`src/rtl/rom_prefetch_if.sv`:
```
// rtl/rom_prefetch_if.sv - ROM address/data, instruction stream and jump signals for rom_prefetch
//
// Purpose: bundles every non-clock, non-reset signal of the instruction
// prefetcher so the fetch unit and its environment share one connection.
//
// Parameters:
//   ADDR_WIDTH   ROM address width
//
// Signals:
//   ROM_ADDR     fetch unit -> ROM   read address
//   ROM_DATA     ROM -> fetch unit   read data, one cycle after ROM_ADDR is sampled
//   INSTR_DATA   fetch unit -> CPU   FIFO head byte
//   INSTR_ADDR   fetch unit -> CPU   ROM address of the FIFO head byte
//   INSTR_VALID  fetch unit -> CPU   FIFO non-empty
//   INSTR_READY  CPU -> fetch unit   consumer pop (VALID & READY)
//   JUMP_EN      CPU -> fetch unit   single-cycle redirect strobe
//   JUMP_ADDR    CPU -> fetch unit   redirect target
//
// Modports:
//   master  the prefetcher (rom_prefetch)
//   slave   the ROM + CPU side driving it

interface rom_prefetch_if #(
   parameter int ADDR_WIDTH = 8
);

   logic [ADDR_WIDTH-1:0] ROM_ADDR;
   logic [7:0]            ROM_DATA;
   logic [7:0]            INSTR_DATA;
   logic [ADDR_WIDTH-1:0] INSTR_ADDR;
   logic                  INSTR_VALID;
   logic                  INSTR_READY;
   logic                  JUMP_EN;
   logic [ADDR_WIDTH-1:0] JUMP_ADDR;

   modport master (
      output ROM_ADDR,
      input  ROM_DATA,
      output INSTR_DATA,
      output INSTR_ADDR,
      output INSTR_VALID,
      input  INSTR_READY,
      input  JUMP_EN,
      input  JUMP_ADDR
   );

   modport slave (
      input  ROM_ADDR,
      output ROM_DATA,
      input  INSTR_DATA,
      input  INSTR_ADDR,
      input  INSTR_VALID,
      output INSTR_READY,
      output JUMP_EN,
      output JUMP_ADDR
   );

endinterface

```
`src/rtl/rom_prefetch.sv`:
```
// rtl/rom_prefetch.sv - instruction prefetcher for a synchronous program ROM
//
// Purpose: walks a fetch PC over the ROM, absorbs the ROM's one-cycle
// registered read latency with a single in-flight slot, and buffers fetched
// bytes (with their addresses) in a show-ahead FIFO offered to the CPU with a
// valid/ready handshake. A jump flushes the FIFO, drops the in-flight byte and
// restarts fetching at the jump target.
//
// Parameters:
//   ADDR_WIDTH   ROM address width; fetch PC wraps modulo 2^ADDR_WIDTH
//   DEPTH        FIFO entries, power of two in 2..16
//   RESET_ADDR   first address fetched after reset
//
// Ports:
//   CLK          sole clock, rising edge
//   RESETn       asynchronous active-low reset
//   bus          rom_prefetch_if.master (ROM bus, instruction stream, jump)
//
// Configuration macro:
//   ROM_PREFETCH_WRAP_EN  defined: fetch PC wraps from the top address to 0
//                         and fetching continues.
//                         undefined: after the top address is issued a halt
//                         flag stops further issue until a jump or reset.

module rom_prefetch #(
   parameter int                    ADDR_WIDTH = 8,
   parameter int                    DEPTH      = 4,
   parameter logic [ADDR_WIDTH-1:0] RESET_ADDR = '0
) (
   input  logic           CLK,
   input  logic           RESETn,
   rom_prefetch_if.master bus
);

   localparam int PW = (DEPTH > 1) ? $clog2(DEPTH) : 1;
   localparam int CW = PW + 1;
   localparam logic [CW:0] DEPTH_W = DEPTH[CW:0];

   logic [ADDR_WIDTH-1:0] pc;
   logic                  inflight_v;
   logic [ADDR_WIDTH-1:0] inflight_tag;

   logic [7:0]            fifo_data [DEPTH];
   logic [ADDR_WIDTH-1:0] fifo_addr [DEPTH];
   logic [PW-1:0]         rd_ptr;
   logic [PW-1:0]         wr_ptr;
   logic [CW-1:0]         count;

   logic                  halt;
   logic                  pop;
   logic                  push;
   logic                  issue;
   logic [CW:0]           occ_after_pop;

   // A pop is only real when the head is valid; READY alone does nothing.
   assign pop  = (count != '0) && bus.INSTR_READY;

   // The in-flight byte lands in the FIFO on the edge after its address was
   // presented; a jump on that edge drops it instead.
   assign push = inflight_v && !bus.JUMP_EN;

   // Reserve a FIFO slot for the byte already in flight so the buffer can
   // never overflow. count >= pop always holds, so this cannot underflow.
   always_comb begin
      occ_after_pop = {1'b0, count}
                    + {{CW{1'b0}}, inflight_v}
                    - {{CW{1'b0}}, pop};
   end

   assign issue = (occ_after_pop < DEPTH_W) && !bus.JUMP_EN && !halt;

`ifdef ROM_PREFETCH_WRAP_EN
   assign halt = 1'b0;
`else
   // Set once the top address has been issued; PC itself still wraps to 0
   // but nothing is fetched from there until a jump redirects the stream.
   always_ff @(posedge CLK or negedge RESETn) begin
      if (!RESETn) begin
         halt <= 1'b0;
      end else if (bus.JUMP_EN) begin
         halt <= 1'b0;
      end else if (issue && (pc == '1)) begin
         halt <= 1'b1;
      end
   end
`endif

   always_ff @(posedge CLK or negedge RESETn) begin
      if (!RESETn) begin
         pc           <= RESET_ADDR;
         inflight_v   <= 1'b0;
         inflight_tag <= '0;
         rd_ptr       <= '0;
         wr_ptr       <= '0;
         count        <= '0;
         for (int i = 0; i < DEPTH; i++) begin
            fifo_data[i] <= '0;
            fifo_addr[i] <= '0;
         end
      end else if (bus.JUMP_EN) begin
         // Jump wins over everything: flush, drop the returning byte, and
         // discard any pop requested this same cycle.
         pc         <= bus.JUMP_ADDR;
         inflight_v <= 1'b0;
         rd_ptr     <= '0;
         wr_ptr     <= '0;
         count      <= '0;
      end else begin
         if (issue) begin
            pc           <= pc + 1'b1;
            inflight_v   <= 1'b1;
            inflight_tag <= pc;
         end else begin
            inflight_v   <= 1'b0;
         end

         if (push) begin
            fifo_data[wr_ptr] <= bus.ROM_DATA;
            fifo_addr[wr_ptr] <= inflight_tag;
            wr_ptr            <= wr_ptr + 1'b1;
         end

         if (pop) begin
            rd_ptr <= rd_ptr + 1'b1;
         end

         case ({push, pop})
            2'b10:   count <= count + 1'b1;
            2'b01:   count <= count - 1'b1;
            default: count <= count;
         endcase
      end
   end

   // ROM_ADDR tracks the PC every cycle; the ROM sampling an address that is
   // not issued is harmless because its data is only taken via the slot.
   assign bus.ROM_ADDR    = pc;
   assign bus.INSTR_VALID = (count != '0);
   assign bus.INSTR_DATA  = fifo_data[rd_ptr];
   assign bus.INSTR_ADDR  = fifo_addr[rd_ptr];

endmodule

```
`src/flat_wrapper.sv`:
```
// flat-port wrapper written by rule: the top's interface ports become plain ports
module rom_prefetch_flat 
#(
   parameter int                    ADDR_WIDTH = 8,
   parameter int                    DEPTH      = 4,
   parameter logic [ADDR_WIDTH-1:0] RESET_ADDR = '0
)
  (CLK, RESETn, bus_ROM_ADDR, bus_ROM_DATA, bus_INSTR_DATA, bus_INSTR_ADDR, bus_INSTR_VALID, bus_INSTR_READY, bus_JUMP_EN, bus_JUMP_ADDR);
  rom_prefetch_if #(.ADDR_WIDTH(ADDR_WIDTH)) bus_i ();
  input  logic CLK;
  input  logic RESETn;
  output wire logic [$bits(bus_i.ROM_ADDR)-1:0] bus_ROM_ADDR;
  input wire logic [$bits(bus_i.ROM_DATA)-1:0] bus_ROM_DATA;
  output wire logic [$bits(bus_i.INSTR_DATA)-1:0] bus_INSTR_DATA;
  output wire logic [$bits(bus_i.INSTR_ADDR)-1:0] bus_INSTR_ADDR;
  output wire logic [$bits(bus_i.INSTR_VALID)-1:0] bus_INSTR_VALID;
  input wire logic [$bits(bus_i.INSTR_READY)-1:0] bus_INSTR_READY;
  input wire logic [$bits(bus_i.JUMP_EN)-1:0] bus_JUMP_EN;
  input wire logic [$bits(bus_i.JUMP_ADDR)-1:0] bus_JUMP_ADDR;
  assign bus_ROM_ADDR = bus_i.ROM_ADDR;
  assign bus_i.ROM_DATA = bus_ROM_DATA;
  assign bus_INSTR_DATA = bus_i.INSTR_DATA;
  assign bus_INSTR_ADDR = bus_i.INSTR_ADDR;
  assign bus_INSTR_VALID = bus_i.INSTR_VALID;
  assign bus_i.INSTR_READY = bus_INSTR_READY;
  assign bus_i.JUMP_EN = bus_JUMP_EN;
  assign bus_i.JUMP_ADDR = bus_JUMP_ADDR;
  rom_prefetch #(.ADDR_WIDTH(ADDR_WIDTH), .DEPTH(DEPTH), .RESET_ADDR(RESET_ADDR)) u_core (.CLK(CLK), .RESETn(RESETn), .bus(bus_i));
endmodule
```
`config.mk`:
```
export PLATFORM = sky130hd
export DESIGN_NAME = rom_prefetch_flat
export DESIGN_NICKNAME = d
export VERILOG_FILES = /design/src/rtl/rom_prefetch_if.sv /design/src/rtl/rom_prefetch.sv /design/src/flat_wrapper.sv
export SDC_FILE = /design/constraint.sdc
export NUM_CORES = 1
export LEC_CHECK = 0
export CAP_MARGIN = 10
export CORE_ASPECT_RATIO = 0.9
export CORE_MARGIN = 4
export CORE_UTILIZATION = 50
export DETAILED_ROUTE_END_ITERATION = 6
export GPL_ROUTABILITY_DRIVEN = 0
export PLACE_DENSITY = 0.72
export SYNTH_ARGS = -nofsm -noshare
export SYNTH_HDL_FRONTEND = slang
export SYNTH_SLANG_ARGS = --single-unit
```
`constraint.sdc`:
```
create_clock -name CLK -period 4.3 [get_ports CLK]
set_clock_uncertainty 0.2 [all_clocks]
set_input_delay 0.86 -clock CLK [delete_from_list [all_inputs] [get_ports CLK]]
set_output_delay 0.86 -clock CLK [all_outputs]
set_load 0.02 [all_outputs]
```
After elaboration in Yosys (flattened, before gate mapping)
Cells that the tools add are included.
- reduce and logical (&&, ||, !) cells: 16
- mux-type cells: 22
- eq/ne operators: 3
- $add $sub $neg: 7
- bitwise gates (word level): 3
- $lt $le $gt $ge: 4
- operators by type and width (operator ; number):
    $bwmux 32 ; 2
    $mux 8 ; 7
    $bmux 8 s2 ; 2
    $demux 8 s2 ; 1
    $add 8x1->8 const B ; 1
    $eq 8x8->1 const B ; 1
    $mux 2 ; 4
    $reduce_bool 2->1 ; 4
    $ge 3x3->1 const B ; 2
    $logic_and 1x1->1 ; 6
    $not 2->3 ; 2
    $pmux 3 s2 ; 1
    $reduce_bool 3->1 ; 2
    $add 2x1->2 const B ; 2
    $add 3x1->4 ; 1
    $lt 4x3->1 const B ; 1
    $mux 1 ; 4
    $reduce_and 2->1 ; 2
    $sub 4x1->4 ; 1
    $add 3x1->3 const B ; 1
    $lt 3x1->1 const B ; 1
    $mux 3 ; 1
    $sub 3x1->3 const B ; 1
    $eq 2x1->1 const B ; 1
    other kinds (3) ; 4
- output and inout bits: 25
- word-level logic and storage cells: 70
- flip-flop bits (word level): 89
- input bits: 20

Depth between registers and ports, before layout
Gate-level depths: netlist (run 1).
- depth after elaboration: 9
- mapped depth: 12
- gate-level depth less buffers: 10

Worst setup path before layout (run 1)
No wires, ideal clock.
- kind: input to register
- from: input bus_INSTR_READY
- to: register u_core.inflight_tag[0]
- slack: 1.118 ns
- data arrival time: 2.857 ns
- data required time: 3.975 ns
- stages: 11
- setup time: 0.125 ns
- buffers on the path: 1
- cell sequence: o31ai_1 inv_1 ha_1 inv_1 ha_1 nand3b_2 nand4_1 a31oi_4 and2b_1 buf_6 mux2_4
- longest elaborated chain between the ends: 6
- ends and longest elaborated chain (what ; line ; source):
    from (decl) ; flat_wrapper.sv:17 ; input wire logic [$bits(bus_i.INSTR_READY)-1:0] bus_INSTR_READY;
    $logic_and 1x1->1 ; rom_prefetch.sv:56 ; assign pop = (count != '0) && bus.INSTR_READY;
    $sub 4x1->4 ; rom_prefetch.sv:67 ; - {{CW{1'b0}}, pop};
    $lt 4x3->1 ; rom_prefetch.sv:70 ; assign issue = (occ_after_pop < DEPTH_W) && !bus.JUMP_EN && !halt;
    $logic_and 1x1->1 (2 in a row) ; rom_prefetch.sv:70 ;
    $reduce_and 2->1 (no line) ; - ;
    to (signal assigned) ; rom_prefetch.sv:112 ; inflight_tag <= pc;
    to (decl) ; rom_prefetch.sv:41 ; logic [ADDR_WIDTH-1:0] inflight_tag;
No other way between the ends.
A chain may end at the register's enable or synchronous reset.

Worst setup path after layout (run 1)
- from: input bus_INSTR_READY
- to: register u_core.inflight_tag[6]
Same word-level chain as after synthesis.

==> out/metrics.yaml, run 1 <==
worst_setup_path:
  crit_type: "in -> reg"
  end_kind: "flip-flop"
  cp-start-kind: "input pin"
  critPathRequiredTime_ns: 4.33
  critical-path-max-stage-delay_ns: 0.46
  worst-path-max-fanout: 9
  rrSetupSlack_ns: 0.89
  slowest_stage: "and2b_1"
  crit_chain: "clkdlybuf4s50_1, o31ai_1, inv_1, ha_1, inv_1, ha_1, nand3b_2, nand4_1, a31oi_4, and2b_1, mux2_4"
  crit_arrival_ns: 3.62
worst_hold_path:
  holdCritPathClass: "reg -> reg"
floorplan:
  dieArea_um2: 9840
  core_area_um2: 8070
  dieWidth_um: 104
  die_y_um: 94.5
  start_util_pct: 51.5
  rows: 31
  pin_count: 45
synth:
  yosys_most_used_dff: "dfrtp_1"
  synth-compound-area-share_pct: 3.28
  synth-edff-count: 0
  synth_seq_cells: 89
  synth-xor-area-share_pct: 2.53
  yosysUniqueCellTypes: 34
  synthAdderAreaFrac_pct: 2.89
  synth_top_family_by_area: "multiplexers"
  synth_mux_area_share_pct: 30.2
  ys_seq_area_share_pct: 53.6
  syn_avg_cell_area_um2: 14.5
  synth_area_um2: 4160
  syn_inst: 287
  ys_warn_count: 0
  yosys.area_share.simple_pct: 5.00
  synth_nets: 316
  async_reset_ff_share_pct: 100
run_status:
  status: "complete, no violations"
pwr:
  power_mw: 3.50
  leakagePower_nw: 2.17
  pwr-share-comb_pct: 42.9
  ir_drop_uv: 286
  pwr-share-clk_pct: 16.7
  p_int_mw: 2.32
  p_switching_mw: 1.18
  swShare_pct: 33.7
  powerDensity_nw_per_um2: 718
  p_seq_share_pct: 40.4
cells_and_area:
  drive_above_1_share_pct: 34.8
  nets: 360
  synthToLayoutAreaGrowth_pct: 17.2
  antenna_cells: 0
sta:
  max_freq_mhz: 279
  tightestPinTransition_ns: 0.908
  slew_headroom_pct: 39.5
  tns_ns: 0
  finalHoldViolCount: 0
  setup_viol: 0
  slew_violations: 0
  min_period_ns: 3.59
  rsz0062_at_grt: "no"
  post-route-period-util_pct: 83.5
cts:
  cts_setup_buffers: 0
  root_buffer: "clkbuf_8"
  clockBufferDepth: 2
  cts.sinks: 89
  insertion_delay_ns: 0.35
  numCtsBuffers: 9
  cts_resized: 0
  cts_tree: "built"
  hold_buffers: 0
  path_clk_slew_ns: 0.09
  htreeDepth: 3
global_routing:
  grt_use_total_pct: 17.3
  grt_start_max_net_pins: 72
  grt_pass1_vias: 2546
  grt.overflow.total: 0
  grt_pass1_wl_um: 13300
  antenna_found_initial: 0
routing:
  drtIter0Drc: 52
  firstDrtPassIters: 4
  ant_nets: 0
  wl_per_cell_um: 17.5
  drc_errors: 0
  vias_per_cell: 5.52
  routed_wl_um: 7620
  dr_total_vias: 2400
flow_run:
  drv_cap: 0
placed_design:
  io_buffers: 44
  hpwl_um: 5030
cells by family after synthesis:
| family | Yosys count |
|---|---|
| AND/OR/NAND/NOR | 43 |
| multiplexers | 93 |
| adder cells (fa/ha/maj) | 9 |
| buffers and inverters | 24 |
| XOR/XNOR | 12 |
| AO/OA/AOI/OAI | 17 |
| flip-flops | 89 |
critical path: cells and delay by family:
family	cells	cell delay, ns
and+or+nand+nor	3	0.86
AOI/OAI and AO/OA	2	0.42
muxes	1	0.34
adders and majority gates	2	0.46
buffers and inverters	3	0.67
state kept, by name, indices dropped and copies added (netlist names):
name                 cells
u_core.inflight_v        1
u_core.inflight_tag      8
u_core.wr_ptr            2
u_core.rd_ptr            2
u_core.halt              1
u_core.fifo_data        32
u_core.count             3
u_core.fifo_addr        32
u_core.bus.ROM_ADDR      8
synthesized netlist by cell type, types with 5 or more instances:
cell type / number / area share [%]
nor2_1: 13 / 1.2
o21ai_0: 7 / 0.84
inv_1: 10 / 0.90
mux4_2: 16 / 8.7
buf_2: 7 / 0.84
mux2_2: 66 / 18
clkbuf_1: 5 / 0.45
nand2_1: 12 / 1.1
dfrtp_1: 89 / 54
xnor2_1: 10 / 2.1
mux2_4: 8 / 2.9
ha_1: 8 / 2.4
cells in the final DEF (no fill, tap or decap), drive strengths merged, types with 2 or more instances in the layout:
cell,instances
a311oi,3
a31oi,3
buf,4
clkbuf,10
clkdlybuf4s50,43
clkinvlp,2
dfrtp,89
ha,8
inv,13
mux2,74
mux2i,3
mux4,16
nand2,16
nand3,4
nand4,2
nor2,13
o21ai,7
or3,2
xnor2,10
xor2,2
power groups by stage:
stage	clock network, mW	logic [mW]	registers (mW)
2_1_floorplan	0	1.09	1.35
3_3_place_gp	0	1.48	1.41
3_5_place_dp	0	1.52	1.43
4_1_cts	0.596	1.52	1.42
5_1_grt	0.639	1.63	1.46
6_report	0.583	1.50	1.41
per-layer routing:
metal	part of all wire (%)	wire length (um)	vias to the layer above	track usage (%)
met2	49	3710	33	29.1
met5	0	0	-	0
met3	2.8	211	9	3.14
li1	-	-	1137	-
met1	47	3620	1221	23.1
met4	1.2	89	0	5.65
cell type report:
cell class | count | area [um2]
Timing Repair Buffer | 47 | 460
Inverter | 10 | 37.5
Tap cell | 99 | 124
Clock inverter | 6 | 73.8
Fill cell | 657 | 3190
Clock buffer | 10 | 128
Sequential cell | 89 | 2230
Multi-Input combinational cell | 174 | 1820
final timing paths:
path                                       from                      to  cells past startpoint
setup / recovery                bus_INSTR_READY  u_core.inflight_tag[6]                     11
hold / removal             u_core.fifo_data[10]    u_core.fifo_data[10]                      1
setup reg to reg                u_core.count[0]  u_core.inflight_tag[6]                     10
hold reg to reg            u_core.fifo_data[10]    u_core.fifo_data[10]                      1
max in group asynchronous                RESETn     u_core.fifo_addr[8]                      2
min in group asynchronous                RESETn    u_core.fifo_data[11]                      1
through the flow:
stage	setup slack [ns]	hold WS, ns	util [%]	std cells	cell area [um2]
3_3_place_gp	0.409	0.283	57.9	419	4670
3_5_place_dp	0.341	0.287	57.9	419	4670
5_1_grt	0.532	0.321	60.4	435	4870
4_1_cts	0.716	0.310	60.4	435	4870
2_1_floorplan	1.12	0.274	-	287	4160
6_report	0.710	0.306	60.4	435	4870
No activity file was read; power rests on OpenSTA's default activity.
==> run 2: changes to the inputs <==
==> constraint.sdc (replaced) <==
create_clock -name CLK -period 3.75 [get_ports CLK]
set_clock_uncertainty 0.2 [all_clocks]
set_input_delay 0.75 -clock CLK [delete_from_list [all_inputs] [get_ports CLK]]
set_output_delay 0.75 -clock CLK [all_outputs]
set_load 0.02 [all_outputs]
==> run 2 against run 1 <==
Die area unchanged; non-clock buffer count increased by 6; cell count increased by 1.4%; register-to-register slack got worse by 0.29 ns; cell area increased by 1.1%; first-iteration DRC count increased by 35%; highest routed layer unchanged; combinational power increased by 18%; flip-flop and latch count unchanged; sequential power increased by 14%; global-route usage increased by 0.36 points; setup slack got worse by 0.21 ns; core utilization increased by 0.68 points.
==> out/metrics.yaml, run 2 (same netlist as run 1, synthesis figures left out) <==
run_status:
  status: "complete, no violations"  # unchanged
cells_and_area:
  final_cell_mix: "89 x dfrtp_1, 66 x mux2_2, 43 x clkdlybuf4s50_1, 16 x mux4_2, 13 x nor2_1"  # unchanged
  fill_cells: 648  # was 657
  final_common_cell: "dfrtp_1"  # unchanged
  drive_above_1_share_pct: 36.3  # was 34.8%
  top_regs: "u_core.fifo_addr (32), u_core.fifo_data (32)"  # unchanged
  antenna_cells: 0  # unchanged
  nets: 366  # was 360
  postLayoutCoreUtil_pct: 61.1  # was 60.4%
  synthToLayoutAreaGrowth_pct: 18.5  # was 17.2%
sta:
  hold_ws_ns: 0.108  # was 0.306 ns
  setup_viol: 0  # unchanged
  slew_violations: 0  # unchanged
  setup_ws_ns: 0.501  # was 0.710 ns
  tns_ns: 0  # unchanged
  finalHoldViolCount: 0  # unchanged
  post-route-period-util_pct: 86.6
  min_period_ns: 3.25
  rsz0062_at_grt: "no"  # unchanged
  tightestPinTransition_ns: 0.500  # was 0.908 ns
  max_freq_mhz: 308
  slew_headroom_pct: 66.6  # was 39.5%
cts:
  cts_tree: "built"  # unchanged
  cts.sinks: 89  # unchanged
  hold_buffers: 0  # unchanged
  insertion_delay_ns: 0.35  # about the same
  path_clk_slew_ns: 0.09  # about the same
  cts_setup_buffers: 0  # unchanged
  numCtsBuffers: 9  # unchanged
  root_buffer: "clkbuf_8"  # unchanged
  clockBufferDepth: 2  # unchanged
  cts_resized: 0  # unchanged
  htreeDepth: 3  # unchanged
worst_setup_path:
  worst-path-max-fanout: 9  # unchanged
  crit_chain: "clkdlybuf4s50_1, o31ai_1, inv_1, ha_1, inv_1, ha_1, nand3b_2, a211o_4, a31oi_4, and2b_1, buf_4, mux2_4"  # was clkdlybuf4s50_1, o31ai_1, inv_1, ha_1, inv_1, ha_1, nand3b_2, nand4_1, a31oi_4, and2b_1, mux2_4
  end_kind: "flip-flop"  # unchanged
  slowest_stage: "clkdlybuf4s50_1"  # was and2b_1
  startpoint: "bus_INSTR_READY"  # unchanged
  crit_type: "in -> reg"  # unchanged
  crit_arrival_ns: 3.29  # was 3.62 ns
  rrSetupSlack_ns: 0.60  # was 0.89 ns
  critical-path-max-stage-delay_ns: 0.45  # was 0.46 ns
  r2r_start: "u_core.count[0]"  # unchanged
  critPathRequiredTime_ns: 3.79  # was 4.33 ns
  cp-start-kind: "input pin"  # unchanged
worst_hold_path:
  holdCritPathClass: "in -> async"  # was reg -> reg
routing:
  wl_per_cell_um: 17.5  # about the same
  ant_nets: 0  # unchanged
  firstDrtPassIters: 4  # unchanged
  drc_errors: 0  # unchanged
  routed_wl_um: 7730  # was 7620 um
  vias_per_cell: 5.56  # was 5.52
  drtIter0Drc: 70  # was 52
  dr_total_vias: 2450  # was 2400
floorplan:
  rows: 31  # unchanged
  core_area_um2: 8070  # unchanged
  start_util_pct: 51.5  # unchanged
  die_y_um: 94.5  # unchanged
  dieWidth_um: 104  # unchanged
  pin_count: 45  # unchanged
  dieArea_um2: 9840  # unchanged
flow_run:
  drv_cap: 0  # unchanged
pwr:
  powerDensity_nw_per_um2: 810  # was 718 nW/um2
  leakagePower_nw: 2.20  # was 2.17 nW
  ir_drop_uv: 485  # was 286 uV
  power_mw: 3.99  # was 3.50 mW
placed_design:
  io_buffers: 44  # unchanged
  place_worst_setup_slack_ns: 0.135  # was 0.341 ns
  hpwl_um: 5100  # was 5030 um
global_routing:
  grt_start_max_net_pins: 90  # was 72
  grt_pass1_wl_um: 13500  # was 13300 um
  grt_use_total_pct: 17.7  # was 17.3%
  grt.overflow.total: 0  # unchanged
  antenna_found_initial: 0  # unchanged
  grt_pass1_vias: 2683  # was 2546
==> run 2: changes by cell type in the layout (fill, tap and decap cells not counted), sizes merged <==
cell      previous run  this run
clkbuf              10        11
clkinvlp             2         3
buf                  4        10
inv                 13        10
clkinv               0         2
bufinv               1         0
==> run 2: worst max-delay path: cells and delay by family <==
family / cells / cell delay [ns]
and+or+nand+nor: 2 / 0.27
AOI/OAI and AO/OA: 3 / 0.74
buffers and inverters: 4 / 0.78
muxes: 1 / 0.31
adders and majority gates: 2 / 0.42
==> run 2: through the flow <==
stage | instance area [um2] | std cells
finish | 4930 | 441
floorplan | 4160 | 287
global route | 4930 | 441
detailed placement | 4710 | 424
CTS | 4900 | 440
global placement | 4710 | 424
==> run 2: path summary, 6_finish.rpt <==
| path | endpoint | cells past startpoint |
|---|---|---|
| max | u_core.inflight_tag[6] | 12 |
| min reg2reg | u_core.fifo_addr[7] | 1 |
| min | u_core.fifo_data[9] | 1 |
| min in group CLK | u_core.fifo_addr[7] | 1 |
| max reg2reg | u_core.inflight_tag[6] | 9 |
| max in group asynchronous | u_core.fifo_addr[1] | 2 |
==> run 2: routing by layer <==
metal  global-route usage, %  share of wire, %
met4                    4.98               1.1
met2                    29.4                48
met5                       0                 0
met1                    23.0                46
met3                    4.92               4.6
==> run 2: layout make-up <==
| type | instances | area (um2) | share of cell area, % |
|---|---|---|---|
| Sequential cell | 89 | 2230 | 45.2 |
| Inverter | 10 | 37.5 | 0.762 |
| Timing Repair Buffer | 53 | 526 | 10.7 |
| Clock buffer | 11 | 151 | 3.07 |
| Clock inverter | 5 | 40.0 | 0.812 |
| Multi-Input combinational cell | 174 | 1820 | 37.0 |
| Tap cell | 99 | 124 | 2.51 |
==> run 2: power by group <==
part           switching [mW]  internal, mW
clock                   0.336         0.279
sequential              0.275          1.33
combinational           0.736          1.03
==> run 3: changes to the inputs <==
--- a/config.mk
+++ b/config.mk
@@ -11,6 +11,7 @@
 export CORE_UTILIZATION = 50
 export DETAILED_ROUTE_END_ITERATION = 6
 export GPL_ROUTABILITY_DRIVEN = 0
+export HOLD_SLACK_MARGIN = 0.12
 export PLACE_DENSITY = 0.72
 export SYNTH_ARGS = -nofsm -noshare
 export SYNTH_HDL_FRONTEND = slang
==> run 3 against run 2 <==
Via count shrank 0.29%; sequential share of layout area is 0.092 points lower; maximum frequency about the same; cell count grew 0.23%; wire length is essentially flat; power about the same; sequential power about the same; clock power hardly changed; cell area rose by 0.20%; die area did not move; critical path type unchanged; largest cell class unchanged.
==> out/metrics.yaml, run 3 (same netlist as run 1, synthesis figures left out) <==
cts:
  path_clk_slew_ns: 0.08  # was 0.09 ns
  numCtsBuffers: 9  # unchanged
  clockBufferDepth: 2  # unchanged
  cts.sinks: 89  # unchanged
  insertion_delay_ns: 0.35  # about the same
  htreeDepth: 3  # unchanged
  root_buffer: "clkbuf_8"  # unchanged
  cts_tree: "built"  # unchanged
  cts_resized: 0  # unchanged
worst_setup_path:
  crit_type: "in -> reg"  # unchanged
  end_kind: "flip-flop"  # unchanged
  worst-path-max-fanout: 9  # unchanged
  cp-start-kind: "input pin"  # unchanged
  crit_arrival_ns: 3.28  # was 3.29 ns
  startpoint: "bus_INSTR_READY"  # unchanged
  critPathRequiredTime_ns: 3.79  # about the same
  r2r_start: "u_core.count[0]"  # unchanged
sta:
  slew_headroom_pct: 66.6  # about the same
  slew_violations: 0  # unchanged
  setup_ws_ns: 0.502  # was 0.501 ns
  min_period_ns: 3.25  # about the same
  finalHoldViolCount: 0  # unchanged
  post-route-period-util_pct: 86.6  # about the same
  rsz0062_at_grt: "no"  # unchanged
  tightestPinTransition_ns: 0.500  # about the same
  max_freq_mhz: 308  # about the same
  setup_viol: 0  # unchanged
  tns_ns: 0  # unchanged
cells_and_area:
  synthToLayoutAreaGrowth_pct: 18.8  # was 18.5%
  final_area_um2: 4940  # was 4930 um2
  top_regs: "u_core.fifo_addr (32), u_core.fifo_data (32)"  # unchanged
  final_cell_mix: "89 x dfrtp_1, 66 x mux2_2, 43 x clkdlybuf4s50_1, 16 x mux4_2, 13 x nor2_1"  # unchanged
  final_common_cell: "dfrtp_1"  # unchanged
  nets: 367  # was 366
  antenna_cells: 0  # unchanged
  drive_above_1_share_pct: 36.2  # was 36.3%
flow_run:
  drv_cap: 0  # unchanged
placed_design:
  io_buffers: 44  # unchanged
  place_worst_setup_slack_ns: 0.135  # unchanged
  dpl-instance-area_um2: 4710  # unchanged
  hpwl_um: 5100  # unchanged
routing:
  vias_per_cell: 5.53  # was 5.56
  ant_nets: 0  # unchanged
  firstDrtPassIters: 4  # unchanged
  drtIter0Drc: 72  # was 70
  dr_total_vias: 2443  # was 2450
  drc_errors: 0  # unchanged
  routed_wl_um: 7730  # about the same
  wl_per_cell_um: 17.5  # about the same
global_routing:
  grt_pass1_vias: 2683  # unchanged
  antenna_found_initial: 0  # unchanged
  grt_start_max_net_pins: 90  # unchanged
  grt_use_total_pct: 17.7  # unchanged
  grt.overflow.total: 0  # unchanged
  grt_pass1_wl_um: 13500  # unchanged
pwr:
  ir_drop_uv: 485  # about the same
  power_mw: 3.99  # about the same
  leakagePower_nw: 2.20  # about the same
  powerDensity_nw_per_um2: 808  # was 810 nW/um2
floorplan:
  dieWidth_um: 104  # unchanged
  rows: 31  # unchanged
  pin_count: 45  # unchanged
  core_area_um2: 8070  # unchanged
  die_y_um: 94.5  # unchanged
  start_util_pct: 51.5  # unchanged
  dieArea_um2: 9840  # unchanged
worst_hold_path:
  hp-start: "u_core.fifo_addr[7]"
  holdCritPathClass: "reg -> reg"  # was in -> async
run_status:
  status: "complete, no violations"  # unchanged
run 3: cell types whose count changed in the layout (fill, tap and decap cells not counted), sizes merged:
cell	change
dlygate4sd3	+1
run 3: worst max-delay path, stage by stage:
cell and delay [ns]:
clkdlybuf4s50_1 0.45, o31ai_1 0.10, inv_1 0.10, ha_1 0.14
inv_1 0.04, ha_1 0.28, nand3b_2 0.11, a211o_4 0.40
a31oi_4 0.24, and2b_1 0.16, buf_4 0.19, mux2_4 0.31
run 3: worst paths after layout:
check / slack [ns] / to / cells past startpoint
max in group asynchronous: 2.09 / u_core.fifo_addr[1] / 3
worst max-delay path: 0.50 / u_core.inflight_tag[6] / 12
min in group asynchronous: 0.65 / u_core.fifo_data[9] / 2
worst min-delay path: 0.31 / u_core.fifo_addr[7] / 1
worst max register to register: 0.60 / u_core.inflight_tag[6] / 9
worst min register to register: 0.31 / u_core.fifo_addr[7] / 1
run 3: cell type report:
class                      instances  area [um2]
clock inverter                     5        40.0
inverter                          10        37.5
tap                               99         124
timing repair buffer              54         536
clock buffer                      11         151
sequential                        89        2230
multi-input combinational        174        1820
fill                             648        3130
run 3: timing repair:
item / CTS / global route
endpoints found under the hold margin: 0 / 11
buffers inserted: 0 / 0
hold buffers: 0 / 1
run 3: power breakdown:
group	total (mW)	internal [mW]	switching [mW]	leakage, nW
Clock	0.615	0.279	0.336	0.0878
Sequential	1.61	1.33	0.275	1.14
Combinational	1.77	1.03	0.737	0.976
run 3: per-layer routing:
metal  GRT usage, %  vias up  wire, um
met5              0        -         0
met4           4.98        0        88
met3           4.92        8       348
met2           29.4       53      3710
met1           23.0     1242      3590
li1               -     1140         -
run 3: through the flow:
step,hold slack [ns],cells,utilization (%)
3_3_place_gp,0.282,424,58.4
5_1_grt,0.320,442,61.2
3_5_place_dp,0.287,424,58.4
4_1_cts,0.307,440,60.7
6_report,0.305,442,61.2
2_1_floorplan,0.254,287,-
